--- src/rtl/riscv_perf_pkg.sv ---
// Shared types and helpers for the riscv_perf_monitor block.
package riscv_perf_pkg;

  typedef enum logic [1:0] {PM_IDLE, PM_RUN, PM_DONE} pm_state_t;

  // Index of the free-running cycle counter within the counter bank
  localparam int unsigned PM_IDX_CYCLE = 0;

  // Width of a read index able to address cycle counter plus num_evt event counters
  function automatic int unsigned pm_idx_w(input int unsigned num_evt);
    return (num_evt < 1) ? 1 : $clog2(num_evt + 1);
  endfunction

endpackage

--- src/rtl/riscv_perf_ctr.sv ---
// Single performance counter with clear, increment and sticky overflow flag.
// RISCV_PERF_SATURATE_EN: saturate at all-ones instead of wrapping.
module riscv_perf_ctr #(
  parameter int unsigned CNT_W = 32
) (
  input  logic             clk,
  input  logic             reset_n,
  input  logic             inc,
  input  logic             clr,
  output logic [CNT_W-1:0] cnt,
  output logic             ovf
);

  localparam logic [CNT_W-1:0] CNT_MAX = '1;

  // Clear dominates increment; overflow stays set until clear or reset
  always_ff @(posedge clk or negedge reset_n) begin
    if (!reset_n) begin
      cnt <= '0;
      ovf <= 1'b0;
    end else if (clr) begin
      cnt <= '0;
      ovf <= 1'b0;
    end else if (inc) begin
`ifdef RISCV_PERF_SATURATE_EN
      if (cnt != CNT_MAX) cnt <= cnt + 1'b1;
      if (cnt == CNT_MAX - 1'b1) ovf <= 1'b1;
`else
      cnt <= cnt + 1'b1;
      if (cnt == CNT_MAX) ovf <= 1'b1;
`endif
    end
  end

endmodule

--- src/rtl/riscv_perf_monitor.sv ---
// Cycle/event performance monitor with run-length watchdog and snapshot read port.
// RISCV_PERF_SATURATE_EN: counters saturate, and a saturating cycle counter ends the run.
module riscv_perf_monitor
  import riscv_perf_pkg::*;
#(
  parameter int unsigned NUM_EVT        = 4,
  parameter int unsigned CNT_W          = 32,
  parameter int unsigned TIMEOUT_CYCLES = 500
) (
  input  logic                           clk,
  input  logic                           reset_n,
  input  logic                           start_i,
  input  logic                           stop_i,
  input  logic                           clear_i,
  input  logic [NUM_EVT-1:0]             evt_i,
  input  logic                           snap_i,
  input  logic                           rd_req_i,
  input  logic [pm_idx_w(NUM_EVT)-1:0]   rd_idx_i,
  output logic                           rd_valid_o,
  output logic [CNT_W-1:0]               rd_data_o,
  output logic                           running_o,
  output logic                           done_o,
  output logic [NUM_EVT:0]               ovf_o
);

  localparam int unsigned NCNT  = NUM_EVT + 1;
  localparam int unsigned IDX_W = pm_idx_w(NUM_EVT);
  // The run ends on the cycle that takes the cycle counter from TO_LAST to TO_LAST+1
  localparam logic [CNT_W-1:0] TO_LAST =
    CNT_W'((TIMEOUT_CYCLES == 0) ? 0 : TIMEOUT_CYCLES - 1);
`ifdef RISCV_PERF_SATURATE_EN
  localparam logic [CNT_W-1:0] SAT_LAST = {{(CNT_W-1){1'b1}}, 1'b0};
`endif

  pm_state_t        state;
  logic [CNT_W-1:0] live   [NCNT];
  logic [CNT_W-1:0] shadow [NCNT];
  logic [NCNT-1:0]  inc;
  logic             end_hit;
  logic [CNT_W-1:0] rd_sel;

  // Counting only happens in RUN; running_o mirrors state == PM_RUN
  assign inc = {evt_i & {NUM_EVT{running_o}}, running_o};

  for (genvar g = 0; g < NCNT; g++) begin : g_ctr
    riscv_perf_ctr #(.CNT_W(CNT_W)) u_ctr (
      .clk     (clk),
      .reset_n (reset_n),
      .inc     (inc[g]),
      .clr     (clear_i),
      .cnt     (live[g]),
      .ovf     (ovf_o[g])
    );
  end

  // Detect the last counting cycle of a run (timeout or cycle-counter saturation)
  always_comb begin
    end_hit = 1'b0;
    if ((TIMEOUT_CYCLES != 0) && (live[PM_IDX_CYCLE] >= TO_LAST)) end_hit = 1'b1;
`ifdef RISCV_PERF_SATURATE_EN
    if (live[PM_IDX_CYCLE] >= SAT_LAST) end_hit = 1'b1;
`endif
  end

  // Run-control FSM; priority clear > stop > end-of-run > start
  always_ff @(posedge clk or negedge reset_n) begin
    if (!reset_n) begin
      state     <= PM_IDLE;
      running_o <= 1'b0;
      done_o    <= 1'b0;
    end else if (clear_i) begin
      state     <= PM_IDLE;
      running_o <= 1'b0;
      done_o    <= 1'b0;
    end else begin
      case (state)
        PM_IDLE: if (start_i) begin
          state     <= PM_RUN;
          running_o <= 1'b1;
        end
        PM_RUN: if (stop_i) begin
          state     <= PM_IDLE;
          running_o <= 1'b0;
        end else if (end_hit) begin
          state     <= PM_DONE;
          running_o <= 1'b0;
          done_o    <= 1'b1;
        end
        PM_DONE: state <= PM_DONE;
        default: begin
          state     <= PM_IDLE;
          running_o <= 1'b0;
          done_o    <= 1'b0;
        end
      endcase
    end
  end

  // Shadow mux; out-of-range indices read as zero
  always_comb begin
    rd_sel = '0;
    for (int unsigned i = 0; i < NCNT; i++) begin
      if (rd_idx_i == IDX_W'(i)) rd_sel = shadow[i];
    end
  end

  // Snapshot bank and registered read port; a same-cycle snap is not visible to the read
  always_ff @(posedge clk or negedge reset_n) begin
    if (!reset_n) begin
      for (int unsigned i = 0; i < NCNT; i++) shadow[i] <= '0;
      rd_valid_o <= 1'b0;
      rd_data_o  <= '0;
    end else begin
      if (snap_i) begin
        for (int unsigned i = 0; i < NCNT; i++) shadow[i] <= live[i];
      end
      rd_valid_o <= rd_req_i;
      if (rd_req_i) rd_data_o <= rd_sel;
    end
  end

endmodule
--- config.mk ---
export PLATFORM = sky130hd
export DESIGN_NAME = riscv_perf_monitor
export DESIGN_NICKNAME = d
export VERILOG_FILES = /design/src/rtl/riscv_perf_pkg.sv /design/src/rtl/riscv_perf_ctr.sv /design/src/rtl/riscv_perf_monitor.sv
export SDC_FILE = /design/constraint.sdc
export NUM_CORES = 1
export LEC_CHECK = 0
export ABC_AREA = 0
export CORE_ASPECT_RATIO = 0.9
export CORE_MARGIN = 4
export CORE_UTILIZATION = 30
export CTS_CLUSTER_SIZE = 25
export DETAILED_ROUTE_END_ITERATION = 16
export GPL_ROUTABILITY_DRIVEN = 0
export SLEW_MARGIN = 10
export SYNTH_ARGS = -nofsm -noshare
export SYNTH_HDL_FRONTEND = slang
export SYNTH_SLANG_ARGS = --single-unit
--- constraint.sdc ---
create_clock -name clk -period 3.3 [get_ports clk]
set_input_delay 0.825 -clock clk [delete_from_list [all_inputs] [get_ports clk]]
set_output_delay 0.825 -clock clk [all_outputs]
set_load 0.005 [all_outputs]
==> results of run 1 <==
-- placed cells by master (no fill, tap or decap), types with 9 or more instances in the layout --
master,instances
inv_1,29
mux4_2,32
nor2b_1,19
buf_12,9
or3_1,27
a21oi_1,84
buf_4,19
or4_1,56
xor2_1,35
nor2_1,142
clkbuf_16,39
o21ai_0,25
nor4_1,20
nand4_1,51
o31ai_1,49
mux2_2,180
clkdlybuf4s50_1,49
clkbuf_1,9
and3_1,12
nand3_1,50
nor3_1,28
and4_1,25
a221oi_1,33
dfrtp_1,362
nand2_1,61
xnor2_1,20
-- state kept, by name, summed over array words and instances (netlist names) --
name	cells
g_ctr.u_ctr.cnt	160
shadow	160
rd_data_o	32
g_ctr.u_ctr.ovf	5
state	2
done_o	1
rd_valid_o	1
running_o	1
-- logic make-up (layout without fill, tap and decap cells) --
family	Yosys count	after routing
adder cells (fa/ha/maj)	5	5
AO/OA/AOI/OAI	203	203
other	0	1
flip-flops	362	362
AND/OR/NAND/NOR	520	520
XOR/XNOR	55	55
buffers and inverters	132	179
multiplexers	215	215
-- critical path: cells and delay by family (launching register included) --
kind                   cells  cell delay (ns)
buffers and inverters      2             0.77
DFF                        1             0.64
-- worst paths after layout --
kind	slack (ns)	depth (start not counted)	endpoint
max in group asynchronous	2.11	2	rd_data_o[2]$_DFFE_PN0P_
worst min register to register	0.50	2	g_ctr[3].u_ctr.ovf$_DFFE_PN0P_
worst max-delay path	0.51	2	running_o
min in group clk	0.50	2	g_ctr[3].u_ctr.ovf$_DFFE_PN0P_
worst min-delay path	0.28	1	rd_data_o[30]$_DFFE_PN0P_
worst max register to register	0.78	4	g_ctr[4].u_ctr.cnt[30]$_DFFE_PN0P_
-- cell usage after synthesis, drive strengths merged (25+ instances only) --
cell / count / area [um^2]
dfrtp: 362 / 9060
mux2: 180 / 2030
nor2: 142 / 533
a21oi: 84 / 420
clkbuf: 83 / 312
nand2: 61 / 229
or4: 58 / 443
nand4: 52 / 332
nand3: 50 / 250
o31ai: 49 / 368
xor2: 35 / 307
a221oi: 33 / 289
mux4: 32 / 721
inv: 29 / 109
nor3: 29 / 145
or3: 27 / 169
and4: 25 / 219
o21ai: 25 / 125
-- layout make-up --
cell class                 instances  area share
sequential                       362       0.460
antenna                            1    0.000127
clock buffer                      56      0.0569
tap                              756      0.0481
timing repair buffer              81      0.0435
inverter                          29     0.00553
clock inverter                    13     0.00636
multi-input combinational        998       0.379
-- metal layers --
layer,global-route usage,part of all wire,up-vias
li1,-,-,5576
met2,0.214,0.44,315
met4,0.0319,0.019,0
met3,0.0203,0.048,58
met1,0.219,0.49,6252
met5,0,0,-
-- metrics by stage --
stage	worst slack, ns	total power [mW]	utilization
2_1_floorplan	0.993	4.85	-
3_3_place_gp	0.198	5.14	0.329
3_5_place_dp	0.145	5.15	0.329
4_1_cts	0.473	9.48	0.351
5_1_grt	0.450	9.72	0.351
6_report	0.507	9.36	0.351
-- power breakdown --
part	total [mW]	switching, mW	internal, mW	leakage [nW]
Sequential	4.55	0.0556	4.49	5.00
Combinational	0.508	0.309	0.199	2.66
Clock	4.31	1.79	2.52	0.617
Total	9.36	2.16	7.21	8.28
==> flow_summary.json, run 1 <==
{
  "setup_viol": 0,
  "synth_area_per_cell_um2": 11.4,
  "grt_pass1_wl_um": 69600,
  "min_path_type": "primary input to async pin",
  "ant_nets": 0,
  "die-area_um2": 60700,
  "vdd_drop_max_mv": 0.370,
  "synth_fa_ha_area_frac": 0.00367,
  "antenna_found_initial": 0,
  "fin_area_um2": 19700,
  "cts_tree": "yes",
  "arrival_ns": 1.97,
  "synth-main-ff-cell": "dfrtp_1",
  "ys_seq_area_frac": 0.531,
  "routedWlPerCell_um": 19.1,
  "crit_path_start_kind": "register",
  "place_hpwl_um": 30200,
  "finalCriticalPeriod_ns": 2.79,
  "clock-root-buffer": "clkbuf_16",
  "syn_inst": 1492,
  "placed_area_um2": 18400,
  "crit_path_top_delay_cell": "dfrtp_1",
  "power_leakage_nw": 8.28,
  "final_hold_viol_count": 0,
  "syn-num-nets": 1511,
  "synth_xor_area_frac": 0.0283,
  "place_inst": 2226,
  "grt_use_total": 0.143,
  "slowest_delay_ns": 0.64,
  "worst_hold_slack_ns": 0.284,
  "multi_input_area_um2": 7460,
  "cts_buffer_depth": 3,
  "final_layout_size_suffix_gt1_frac": 0.206,
  "die_height_um": 234,
  "synth_cell_types": 45,
  "setup_tns_ns": 0,
  "fin_cells": 2296,
  "crit_fanout": 27,
  "synth-seq-cells": 362,
  "critPathKind": "register to output pin",
  "path_cells": "buf_12, clkdlybuf4s50_1",
  "muxShareOfSynthArea": 0.163,
  "synth_top_family_by_area": "simple AND/OR/NAND/NOR gates",
  "port_buffers": 53,
  "outcome": "finished clean",
  "path_clk_slew_ns": 0.06,
  "chipWidth_um": 259,
  "htree_levels": 2,
  "yosysWarnings": 0,
  "critPathRequiredTime_ns": 2.47,
  "finalWirelength_um": 43800,
  "finalCritPeriodShare": 0.846,
  "drc": 0,
  "worst_pin_slew_ns": 1.19,
  "setup.worst_path.end_class": "output pin",
  "p_per_area_nw_per_um2": 476,
  "rsz0062_at_grt": "no",
  "fillers": 5511,
  "synth_compound_area_frac": 0.0766,
  "ctsHoldBuffers": 0,
  "post_cts_buffers": 0,
  "startpoint": "running_o$_DFFE_PN0P_",
  "clock_latency_ns": 0.53,
  "fin_nets": 1529,
  "cap_violations": 0,
  "grt_max_degree": 120,
  "max_freq_mhz": 358,
  "syn_area_um2": 17100,
  "synth-simple-area-share": 0.166,
  "syn_to_final_growth_pct": 15.4,
  "num_vias": 12200,
  "core_area_um2": 56000,
  "drt_iter0_drc": 1097,
  "grt_overflow": 0,
  "pin_count": 54,
  "grt_pass1_vias": 11900,
  "skew_ns": 0.0169,
  "slew_headroom": 0.203,
  "cts_resized": 0,
  "initial_core_util": 0.304,
  "r2r_start": "running_o$_DFFE_PN0P_",
  "cts_buffers": 38,
  "synth-async-reset-ratio": 1.00,
  "synth-edff-count": 0,
  "vias_per_cell": 5.31,
  "dr.pass1.iters": 5,
  "slew_violations": 0,
  "register_area_um2": 9060,
  "rows": 82,
  "cts_sinks": 362
}
Note: power is estimated with default switching activity, not from simulation.
==> inputs of run 2 (changes only) <==
- clock period: 3.3 -> 2.79 ns (I/O delays scaled with it)
==> run 2 against run 1 <==
  * Combinational power rose by 23%
  * Largest power group unchanged
  * Hold slack got worse by 0.17 ns
  * Highest routed layer unchanged
  * Register-to-register slack worse by 0.26 ns
  * Largest cell class unchanged
  * Global-route usage about the same
  * Power increased by 20%
  * Utilization grew 0.41 points
  * Final area up 1.2%
  * Sequential power grew 18%
  * Die area stayed put
  * Critical path type unchanged
==> flow_summary.json, run 2 (same netlist as run 1, synthesis figures left out) <==
{
  "outcome": "finished clean",
  "worst_pin_slew_ns": 0.936,
  "arrival_ns": 1.83,
  "cap_violations": 0,
  "ctsHoldBuffers": 0,
  "clock_latency_ns": 0.53,
  "antenna_found_initial": 0,
  "pre_cts_ws_ns": -0.0481,
  "setup_viol": 0,
  "skew_ns": 0.0145,
  "cts_resized": 0,
  "r2r_start": "running_o$_DFFE_PN0P_",
  "setup.worst_path.end_class": "output pin",
  "place_hpwl_um": 30700,
  "final_layout_size_suffix_gt1_frac": 0.215,
  "drt_iter0_drc": 1014,
  "reg.largest.list": "g_ctr.u_ctr.cnt x160, shadow x160, rd_data_o x32",
  "power_leakage_nw": 8.41,
  "clock-root-buffer": "clkbuf_16",
  "slew_headroom": 0.376,
  "syn_to_final_growth_pct": 16.7,
  "critPathRequiredTime_ns": 2.09,
  "ant_nets": 0,
  "critPathKind": "register to output pin",
  "routedWlPerCell_um": 18.9,
  "die-area_um2": 60700,
  "rows": 82,
  "path_clk_slew_ns": 0.06,
  "cts_tree": "yes",
  "port_buffers": 53,
  "vdd_drop_max_mv": 0.376,
  "placed_area_um2": 18600,
  "fillers": 5478,
  "grt_use_total": 0.143,
  "grt_max_degree": 120,
  "die_height_um": 234,
  "initial_core_util": 0.304,
  "fin_ws_ns": 0.267,
  "fin_area_um2": 19900,
  "finalWirelength_um": 43700,
  "r2r_cells": 5,
  "crit_path_start_kind": "register",
  "finalPower_mw": 11.2,
  "fin_cells": 2317,
  "drc": 0,
  "layout_commonest_cell": "dfrtp_1",
  "r2r_end": "g_ctr[2].u_ctr.ovf$_DFFE_PN0P_",
  "p_per_area_nw_per_um2": 563,
  "crit_fanout": 20,
  "final_cell_mix": "dfrtp_1 (362), mux2_2 (180), nor2_1 (142)",
  "fin_nets": 1552,
  "finalCritPeriodShare": 0.904,
  "min_path_type": "primary input to async pin",
  "grt_overflow": 0,
  "num_vias": 12200,
  "post_cts_buffers": 0,
  "pin_count": 54,
  "cts_sinks": 362,
  "max_freq_mhz": 396,
  "place_inst": 2248,
  "cts_buffer_depth": 3,
  "htree_levels": 2,
  "r2r_slack_ns": 0.52,
  "core_area_um2": 56000,
  "finalCriticalPeriod_ns": 2.52,
  "dr.pass1.iters": 5,
  "grt_pass1_wl_um": 69500,
  "vias_per_cell": 5.25,
  "rsz0062_at_grt": "no",
  "grt_pass1_vias": 11800,
  "slew_violations": 0,
  "chipWidth_um": 259,
  "cts_buffers": 39,
  "final_hold_viol_count": 0
}
==> run 2: worst max-delay path, stage by stage, from the launching register on <==
cell and delay [ns]:
dfrtp_1 0.56, buf_12 0.21, clkdlybuf4s50_1 0.51
==> run 2: per-layer routing <==
layer	up-vias	track usage	part of all wire
li1	5614	-	-
met1	6237	0.214	0.49
met2	262	0.218	0.44
met3	45	0.0267	0.054
met4	0	0.0255	0.014
met5	-	0	0
==> run 2: how the worst max path moves through the flow <==
stage,startpoint,endpoint,slack (ns),cells after the start
after floorplan,rd_idx_i[0],rd_data_o[10]$_DFFE_PN0P_,0.61,5
after global placement,evt_i[3],g_ctr[4].u_ctr.cnt[30]$_DFFE_PN0P_,-0.03,6
after detailed placement,evt_i[3],g_ctr[4].u_ctr.cnt[26]$_DFFE_PN0P_,-0.05,6
after CTS,running_o$_DFFE_PN0P_,running_o,0.24,2
after global routing,running_o$_DFFE_PN0P_,running_o,0.20,2
final,running_o$_DFFE_PN0P_,running_o,0.27,2
==> run 2: where the power goes <==
| part | switching, mW | leakage, nW | internal (mW) |
|---|---|---|---|
| clock network | 2.06 | 0.634 | 3.15 |
| logic | 0.372 | 2.78 | 0.253 |
| registers | 0.0627 | 5.00 | 5.32 |
==> run 2: cell type report <==
class                      instances  area, um^2  share of cell area
sequential                       362        9060               0.455
multi-input combinational        998        7460               0.375
clock buffer                      59        1160              0.0585
timing repair buffer             103        1050              0.0526
tap                              756         946              0.0475
clock inverter                     9         120             0.00603
inverter                          29         109             0.00547
antenna                            1        2.50            0.000126
==> run 2: metrics by stage <==
stage | util | setup TNS [ns] | hold WS, ns
after global routing | 0.355 | 0 | 0.140
after CTS | 0.355 | 0 | 0.131
after detailed placement | 0.332 | -0.227 | 0.484
final | 0.355 | 0 | 0.116
after global placement | 0.332 | -0.0934 | 0.484
after floorplan | - | 0 | 0.402
